## src/rtl/lif_neuron_mc.sv

```systemverilog
// lif_neuron_mc: multi-input leaky integrate-and-fire neuron with saturating
// accumulation, zero/subtract reset on fire and a latched refractory period.
module lif_neuron_mc #(
    parameter int NUM_INPUTS   = 8,
    parameter int WEIGHT_W     = 8,
    parameter int POT_W        = 16,
    parameter int LEAK_SHIFT_W = 4,
    parameter int REFRAC_W     = 4
) (
    input  logic                           clk,
    input  logic                           rst,
    input  logic                           enable,
    input  logic [NUM_INPUTS-1:0]          input_spike,
    input  logic [NUM_INPUTS*WEIGHT_W-1:0] weights,
    input  logic signed [POT_W-1:0]        threshold,
    input  logic [LEAK_SHIFT_W-1:0]        leak_shift,
    input  logic [REFRAC_W-1:0]            refrac_period,
    input  logic                           reset_mode,
    output logic                           output_spike,
    output logic signed [POT_W-1:0]        membrane_potential,
    output logic                           refractory
);
    localparam int SUM_W = WEIGHT_W + $clog2(NUM_INPUTS) + 1;
    localparam int EXT_W = POT_W + SUM_W + 1;
    localparam logic signed [EXT_W-1:0] V_MAX = {{(EXT_W-POT_W+1){1'b0}}, {(POT_W-1){1'b1}}};
    localparam logic signed [EXT_W-1:0] V_MIN = {{(EXT_W-POT_W+1){1'b1}}, {(POT_W-1){1'b0}}};

    typedef enum logic {ACTIVE, REFRACTORY} state_t;

    state_t                  state_q;
    logic signed [POT_W-1:0] v_q, v_d, v_sum, v_sub, leak_amt;
    logic [REFRAC_W-1:0]     cnt_q;
    logic                    spike_q, fire;
    logic signed [SUM_W-1:0] sum;
    logic signed [EXT_W-1:0] leaked;

    function automatic logic signed [POT_W-1:0] sat(input logic signed [EXT_W-1:0] x);
        return (x > V_MAX) ? V_MAX[POT_W-1:0] : (x < V_MIN) ? V_MIN[POT_W-1:0] : x[POT_W-1:0];
    endfunction

    always_comb begin
        sum = '0;
        for (int i = 0; i < NUM_INPUTS; i++)
            if (input_spike[i]) sum = sum + SUM_W'($signed(weights[i*WEIGHT_W +: WEIGHT_W]));
        leak_amt = v_q >>> leak_shift;
        leaked   = EXT_W'(v_q) - ((leak_shift != '0) ? EXT_W'(leak_amt) : EXT_W'(0));
        v_sum    = sat(leaked + EXT_W'(sum));
        fire     = v_sum >= threshold;
        v_sub    = sat(EXT_W'(v_sum) - EXT_W'(threshold));
        v_d      = fire ? (reset_mode ? v_sub : '0) : v_sum;
    end

    // The refractory length is captured into cnt_q at fire time, so later
    // changes to refrac_period only affect the next period.
    always_ff @(posedge clk) begin
        if (rst) begin
            state_q <= ACTIVE;
            v_q     <= '0;
            cnt_q   <= '0;
            spike_q <= 1'b0;
        end else begin
            spike_q <= enable && state_q == ACTIVE && fire;
            if (enable && state_q == ACTIVE) begin
                v_q <= v_d;
                if (fire && refrac_period != '0) begin
                    state_q <= REFRACTORY;
                    cnt_q   <= refrac_period;
                end
            end else if (enable) begin
                cnt_q <= cnt_q - REFRAC_W'(1);
                if (cnt_q == REFRAC_W'(1)) state_q <= ACTIVE;
            end
        end
    end

    assign output_spike       = spike_q;
    assign membrane_potential = v_q;
    assign refractory         = state_q == REFRACTORY;
endmodule

```

## config.mk

```make
export PLATFORM = sky130hd
export DESIGN_NAME = lif_neuron_mc
export DESIGN_NICKNAME = d
export VERILOG_FILES = /design/src/rtl/lif_neuron_mc.sv
export SDC_FILE = /design/constraint.sdc
export NUM_CORES = 1
export LEC_CHECK = 0
export ABC_AREA = 1
export CORE_ASPECT_RATIO = 0.5
export CORE_MARGIN = 5
export CORE_UTILIZATION = 55
export DETAILED_ROUTE_END_ITERATION = 10
export HOLD_SLACK_MARGIN = 0.12
export MAX_ROUTING_LAYER = met4
export PLACE_DENSITY = 0.86
export SLEW_MARGIN = 20
export SYNTH_ARGS = -nofsm -noshare
export SYNTH_HDL_FRONTEND = slang
export SYNTH_SLANG_ARGS = --single-unit
```

## constraint.sdc

```tcl
create_clock -name clk -period 21.5 [get_ports clk]
set_input_delay 5.375 -clock clk [delete_from_list [all_inputs] [get_ports clk]]
set_output_delay 5.375 -clock clk [all_outputs]
set_load 0.01 [all_outputs]
```

==> results of run 1 <==
[layout by cell type (no fill, tap or decap), drive strengths merged, types with 2 or more instances in the layout]
cell type	n
clkbuf	4
dfxtp	22
ha	112
o22ai	2
a31oi	9
inv	198
a221oi	2
or2	12
o21ai	110
and2	14
o21bai	5
clkdlybuf4s50	117
buf	2
a21oi	130
nand3b	6
o31ai	5
nand2	409
o21a	5
nand3	125
nor3	17
nor2	67
o2111ai	4
xor2	54
o211ai	7
nand4	10
xnor2	11
fa	21
mux2i	6
a21o	5
[per-stage QoR]
step | util, % | hold slack (ns)
6_report | 64.38 | 0.5304
2_1_floorplan | - | 0.4674
5_1_grt | 64.38 | 0.5615
3_3_place_gp | 63.77 | 0.4909
3_5_place_dp | 63.77 | 0.5119
4_1_cts | 64.36 | 0.5208
[worst max-delay path, delay by kind of cell]
| kind | cells | cell delay (ns) |
|---|---|---|
| simple gates | 44 | 5.31 |
| fa+ha+maj | 11 | 3.78 |
| buf+inv | 10 | 1.30 |
| xor+xnor | 5 | 0.81 |
| compound gates | 15 | 3.06 |
[state kept, by name (all words and copies together) (netlist names)]
| signal | cells |
|---|---|
| refractory | 1 |
| cnt_q | 4 |
| membrane_potential | 16 |
| output_spike | 1 |
[routing by layer]
metal  global-route usage (%)  vias to the layer above  share of wire, %
li1                         -                     4823                 -
met1                    32.15                     4217                44
met2                    46.88                      325                48
met3                    1.421                       36               5.7
met4                    4.115                        0               1.5
met5                        -                        -                 0
[logic make-up (layout without fill, tap and decap cells)]
kind of cell               after synthesis  count (layout)  synth area share, %
and+or+nand+nor                        660             660                34.68
other                                    0               1                    0
xor gates and xnor gates                65              65                6.938
AOI/OAI and AO/OA                      288             288                20.04
DFF                                     22              22                5.230
adders and majority gates              133             133                21.63
buffers and inverters                  229             322                10.77
muxes                                    6               6               0.7131
[how the worst max path moves through the flow]
stage,start,to,slack [ns],depth (start not counted)
floorplan,input_spike[0],membrane_potential[12],4.57,90
detailed placement,input_spike[0],membrane_potential[6],2.04,85
global route,input_spike[0],membrane_potential[2],0.73,87
finish,input_spike[0],membrane_potential[7],2.02,85
global placement,input_spike[0],membrane_potential[3],2.53,82
CTS,input_spike[0],membrane_potential[7],2.19,85
[final cells by class]
type	count	share of cell area, %
Antenna cell	1	0.02555
Inverter	199	7.626
Clock buffer	4	0.9070
Sequential cell	22	4.497
Timing Repair Buffer	119	12.11
Tap cell	204	2.606
Multi-Input combinational cell	1152	72.23
==> flow_summary.json, run 1 <==
{
  "status": "finished, final reports clean",
  "required_ns": 21.69,
  "fmaxAchievable_mhz": 51.33,
  "async_reset_ff_share_pct": 0,
  "synth_commonest_cells": "nand2_1, inv_1, a21oi_1",
  "crit_top_cell": "nand2_1",
  "crit_path_start_kind": "primary input",
  "hpwl_microns": 20070,
  "dieArea_sq_mm": 0.01804,
  "start_util_pct": 55.35,
  "min_to": "cnt_q[2]",
  "routedWlPerCell_microns": 13.80,
  "first_pass_iters": 6,
  "avgSynthCellArea_sq_um": 6.003,
  "r2r_slack_ns": 14.65,
  "fin_skew_ns": 0.003289,
  "grt_pass1_vias": 9115,
  "setup_viol_count_final": 0,
  "setup_tns_ns": 0,
  "nFillCells": 1394,
  "rsz0062_at_grt": "false",
  "grt_pass1_wl_microns": 39640,
  "place_area_sq_mm": 0.009703,
  "crit_path_end_kind": "register",
  "synth_flop_cell": "dfxtp_1",
  "arrival_ns": 19.67,
  "viasPerCell": 5.527,
  "yosys.area.top_type_share_pct": 16.80,
  "final-hold-violation-count": 0,
  "detail-route-antenna-nets": 0,
  "synth.top_cells.by_area": "nand2_1, ha_1, inv_1",
  "synth_most_common_cell": "nand2_1",
  "syn_nets": 1636,
  "finalCritPeriodShare_pct": 90.62,
  "slew_headroom_pct": 44.84,
  "multi_input_area_sq_mm": 0.007074,
  "drc": 0,
  "tightest_slew_ns": 0.8273,
  "die_h_microns": 97.50,
  "drive_above_1_share_pct": 6.484,
  "synth_edf_count": 0,
  "io-pin-count": 118,
  "cts_buffers": 3,
  "cts_root_buf": "clkbuf_16",
  "r2r_cells": 31,
  "area_delta_synth_final_pct": 16.30,
  "regArea_sq_um": 440.4,
  "dp_cells": 1696,
  "track_usage_pct": 25.79,
  "cts_setup_buffers": 0,
  "grt_antenna_before_repair": 1,
  "path_class": "in2reg",
  "rows": 32,
  "hold_start": "cnt_q[2]",
  "synth_area_sq_mm": 0.008422,
  "drtIter0Drc": 536,
  "cp_max_fo": 18,
  "synth_warnings": 0,
  "portBuffers": 117,
  "worstHoldPathCells": 2,
  "r2r-start": "membrane_potential[11]",
  "maxCapViolCount": 0,
  "fin_ws_ns": 2.018,
  "cp_slowest_cell": "clkdlybuf4s50_1",
  "synthDistinctLibCells": 50,
  "post-route-min-period_ns": 19.48,
  "seq_area_frac_synth_pct": 5.230,
  "cts_buffer_depth": 2,
  "core_area_sq_mm": 0.01521,
  "gp_congestion": 0.9685,
  "wl_microns": 23480,
  "clk_pin_slew_ns": 0.06,
  "hold_class": "reg2reg",
  "fin_area_sq_mm": 0.009794,
  "slew_viol_final": 0,
  "yosysTopAreaCell": "nand2_1",
  "clkLatencyLatePin_ns": 0.26,
  "r2r_end": "membrane_potential[7]",
  "cts_hold_buffers": 0,
  "final_nets": 1730,
  "gr-total-overflow": 0,
  "die_w_microns": 185,
  "clock_sinks": 22,
  "cp_slowest_stage_delay_ns": 0.73,
  "cts_tree": "built",
  "layoutNonFillerInstCount": 1701,
  "syn_inst": 1403,
  "htreeDepth": 1,
  "cts_resized": 0,
  "post-place-ws_ns": 2.044,
  "grt_max_degree": 27,
  "vias": 9401,
  "synth-seq-cells": 22
}
Power of run 1 is left out: the tool's default activity adds up to more than one toggle a clock period on the data nets, which glitch-free logic cannot reach.
==> run 2: changes to the inputs <==
==> constraint.sdc (replaced) <==
create_clock -name clk -period 21.5 [get_ports clk]
set_input_delay 4.3 -clock clk [delete_from_list [all_inputs] [get_ports clk]]
set_output_delay 4.3 -clock clk [all_outputs]
set_load 0.01 [all_outputs]
==> run 2 against run 1 <==
Global-route usage is 0.054 points lower. Register-to-register slack better by 0.12 ns. Sequential share of layout area did not move. Worst setup slack better by 1.2 ns. Hold slack lost 0.0015 ns.
==> flow_summary.json, run 2 (synthesized netlist as in run 1, its figures left out) <==
{
  "dieArea_sq_mm": 0.01804,
  "use_met1_pct": 31.45,
  "maxCapViolCount": 0,
  "critPathTopFamily": "simple AND/OR/NAND/NOR gates",
  "holdWs_ns": 0.5289,
  "cts_hold_buffers": 0,
  "post-route-min-period_ns": 18.28,
  "grt_pass1_wl_microns": 39570,
  "clkLatencyLatePin_ns": 0.26,
  "detail-route-antenna-nets": 0,
  "largest_reg_flops": 16,
  "cts_resized": 0,
  "area_delta_synth_final_pct": 16.30,
  "first_pass_iters": 5,
  "io-pin-count": 118,
  "cts_root_buf": "clkbuf_16",
  "start_util_pct": 55.35,
  "final-hold-violation-count": 0,
  "crit_path_end_kind": "register",
  "viasPerCell": 5.521,
  "drtIter0Drc": 566,
  "die_h_microns": 97.50,
  "drc": 0,
  "cp_max_fo": 18,
  "rsz0062_at_grt": "false",
  "drive_above_1_share_pct": 6.484,
  "gp_congestion": 0.9682,
  "cts_buffers": 3,
  "crit_path_start_kind": "primary input",
  "clock_sinks": 22,
  "grt_max_degree": 27,
  "path_class": "in2reg",
  "rows": 32,
  "post-place-ws_ns": 3.164,
  "cts_buffer_depth": 2,
  "finalCritPeriodShare_pct": 85.02,
  "grt_pass1_vias": 9179,
  "cts_tree": "built",
  "final_common_cell": "nand2_1",
  "gr-total-overflow": 0,
  "routedWlPerCell_microns": 13.76,
  "arrival_ns": 18.43,
  "hpwl_microns": 20020,
  "tightest_slew_ns": 0.8162,
  "crit_buf_inv": 11,
  "hold_class": "reg2reg",
  "grt_antenna_before_repair": 0,
  "grt-busiest-layer": "met2",
  "core_area_sq_mm": 0.01521,
  "cp_slowest_stage_delay_ns": 0.74,
  "cp_slowest_cell": "clkdlybuf4s50_1",
  "cts_setup_buffers": 0,
  "clk_pin_slew_ns": 0.07,
  "vias": 9391,
  "fmaxAchievable_mhz": 54.71,
  "use_met2_pct": 46.54,
  "setup_viol_count_final": 0,
  "setup_tns_ns": 0,
  "portBuffers": 117,
  "required_ns": 21.65,
  "slew_headroom_pct": 45.58,
  "track_usage_pct": 25.73,
  "final_nets": 1730,
  "crit_top_cell": "nand2_1",
  "fin_ws_ns": 3.220,
  "die_w_microns": 185,
  "fin_skew_ns": 0.006114,
  "layout_common_cells": "nand2_1, inv_1, clkdlybuf4s50_1, a21oi_1, nand3_1",
  "slew_viol_final": 0,
  "wl_microns": 23400,
  "gr-usage-met3_pct": 1.571,
  "status": "finished, final reports clean",
  "htreeDepth": 1,
  "r2r_slack_ns": 14.77
}
-- run 2: cell counts in the layout (fill, tap and decap cells not counted) --
Identical to the previous run, type by type.
-- run 2: metrics by stage --
| step | utilization (%) | area (sq um) | cells |
|---|---|---|---|
| after floorplan | - | 8422 | 1403 |
| after global placement | 63.77 | 9703 | 1696 |
| after detailed placement | 63.77 | 9703 | 1696 |
| after CTS | 64.36 | 9792 | 1700 |
| after global routing | 64.36 | 9792 | 1700 |
| final | 64.38 | 9794 | 1701 |
-- run 2: path summary, 6_finish.rpt --
kind,cells after the start,endpoint,startpoint
worst max-delay path,84,membrane_potential[7],input_spike[0]
worst min-delay path,2,cnt_q[2],cnt_q[2]
worst max register to register,32,membrane_potential[7],membrane_potential[10]
worst min register to register,2,cnt_q[2],cnt_q[2]
-- run 2: area by class of cell --
cell class,count,area [sq um]
diodes,1,2.502
clock buffers,4,88.84
fillers,1395,5420
inverters,199,747.0
multi-input cells,1152,7074
flip-flops and latches,22,440.4
well taps,204,255.2
repair buffers,119,1186
-- run 2: worst min-delay path, stage by stage, from the launching register on --
cell and delay [ns]:
dfxtp_1 0.34, inv_1 0.08, a21oi_1 0.06
-- run 2: metal layers --
layer  up-vias  wire length (microns)
met3        47                   1293
met1      4211                  10290
met5         -                      0
li1       4820                      -
met2       313                  11340
met4         0                    480
Power of run 2 is left out for the same reason.
==> run 3: changes to the inputs <==
--- a/config.mk
+++ b/config.mk
@@ -10,6 +10,7 @@
 export CORE_MARGIN = 5
 export CORE_UTILIZATION = 55
 export DETAILED_ROUTE_END_ITERATION = 10
+export GPL_ROUTABILITY_DRIVEN = 0
 export HOLD_SLACK_MARGIN = 0.12
 export MAX_ROUTING_LAYER = met4
 export PLACE_DENSITY = 0.86
==> run 3 against run 2 <==
Clock-buffer cell count is the same. Critical path depth grew 3. Utilization is essentially flat. Sequential share of layout area is essentially flat.
==> flow_summary.json, run 3 (synthesized netlist as in run 1, its figures left out) <==
{
  "cts_root_buf": "clkbuf_16",
  "cts_tree": "built",
  "finalCritPeriodShare_pct": 85.31,
  "clock_sinks": 22,
  "largest_reg_flops": 16,
  "post-place-ws_ns": 3.112,
  "finish.utilization_pct": 64.33,
  "start_util_pct": 55.35,
  "io-pin-count": 118,
  "htreeDepth": 1,
  "hold_class": "reg2reg",
  "slew_viol_final": 0,
  "post-route-min-period_ns": 18.34,
  "path_class": "in2reg",
  "clk_pin_slew_ns": 0.06,
  "layout_common_cells": "nand2_1, inv_1, clkdlybuf4s50_1, a21oi_1, nand3_1",
  "cts_setup_buffers": 0,
  "grt_pass1_vias": 8766,
  "grt_max_degree": 27,
  "fin_area_sq_mm": 0.009787,
  "drtIter0Drc": 617,
  "fmaxAchievable_mhz": 54.52,
  "area_delta_synth_final_pct": 16.21,
  "cp_max_fo": 18,
  "cts_hold_buffers": 0,
  "clkLatencyLatePin_ns": 0.26,
  "maxCapViolCount": 0,
  "hpwl_microns": 19040,
  "final_common_cell": "nand2_1",
  "grt_antenna_before_repair": 1,
  "arrival_ns": 18.49,
  "final-hold-violation-count": 0,
  "rsz0062_at_grt": "false",
  "die_h_microns": 97.50,
  "gr-total-overflow": 0,
  "cts_buffers": 3,
  "cp_slowest_stage_delay_ns": 0.74,
  "slew_headroom_pct": 46.33,
  "vias": 9392,
  "viasPerCell": 5.525,
  "rows": 32,
  "fin_skew_ns": 0.002491,
  "crit_top_cell": "nand2_1",
  "cp_slowest_cell": "clkdlybuf4s50_1",
  "first_pass_iters": 6,
  "crit_path_end_kind": "register",
  "detail-route-antenna-nets": 0,
  "drc": 0,
  "fin_ws_ns": 3.157,
  "core_area_sq_mm": 0.01521,
  "status": "finished, final reports clean",
  "grt_pass1_wl_microns": 38160,
  "drive_above_1_share_pct": 6.421,
  "final_nets": 1729,
  "track_usage_pct": 24.83,
  "crit_path_start_kind": "primary input",
  "required_ns": 21.64,
  "dieArea_sq_mm": 0.01804,
  "setup_viol_count_final": 0,
  "cts_resized": 0,
  "wl_microns": 22440,
  "tightest_slew_ns": 0.8049,
  "die_w_microns": 185,
  "cts_buffer_depth": 2,
  "place_area_sq_mm": 0.009696,
  "setup_tns_ns": 0,
  "portBuffers": 117,
  "routedWlPerCell_microns": 13.20
}
[run 3: worst max-delay path: cells and delay by family]
family / cells / cell delay (ns)
buffers and inverters: 10 / 1.29
adder cells (fa/ha/maj): 11 / 3.73
XOR/XNOR: 5 / 0.84
AO/OA/AOI/OAI: 16 / 3.31
AND/OR/NAND/NOR: 45 / 4.97
[run 3: per-layer routing]
layer	wire length, microns	vias up	track usage [%]
met3	1638	44	1.907
met5	0	-	-
met1	9829	4139	32.01
li1	-	4829	-
met4	396	0	5.017
met2	10580	380	42.91
[run 3: worst paths after layout]
check | startpoint | to | slack, ns | depth (start not counted)
worst max-delay path | input_spike[0] | membrane_potential[6] | 3.16 | 87
worst min-delay path | cnt_q[2] | cnt_q[2] | 0.52 | 2
worst max register to register | membrane_potential[11] | membrane_potential[6] | 14.87 | 31
worst min register to register | cnt_q[2] | cnt_q[2] | 0.52 | 2
[run 3: area by class of cell]
type,count,area (sq um)
Tap cell,204,255.2
Timing Repair Buffer,118,1179
Fill cell,1383,5428
Multi-Input combinational cell,1152,7074
Clock buffer,4,88.84
Antenna cell,1,2.502
Sequential cell,22,440.4
Inverter,199,747.0
[run 3: stage by stage]
step                hold slack, ns  std cells
finish                      0.5237       1700
floorplan                   0.4674       1403
global placement            0.4916       1695
detailed placement          0.5064       1695
global route                0.5553       1700
CTS                         0.5148       1699
Power of run 3 is left out for the same reason.
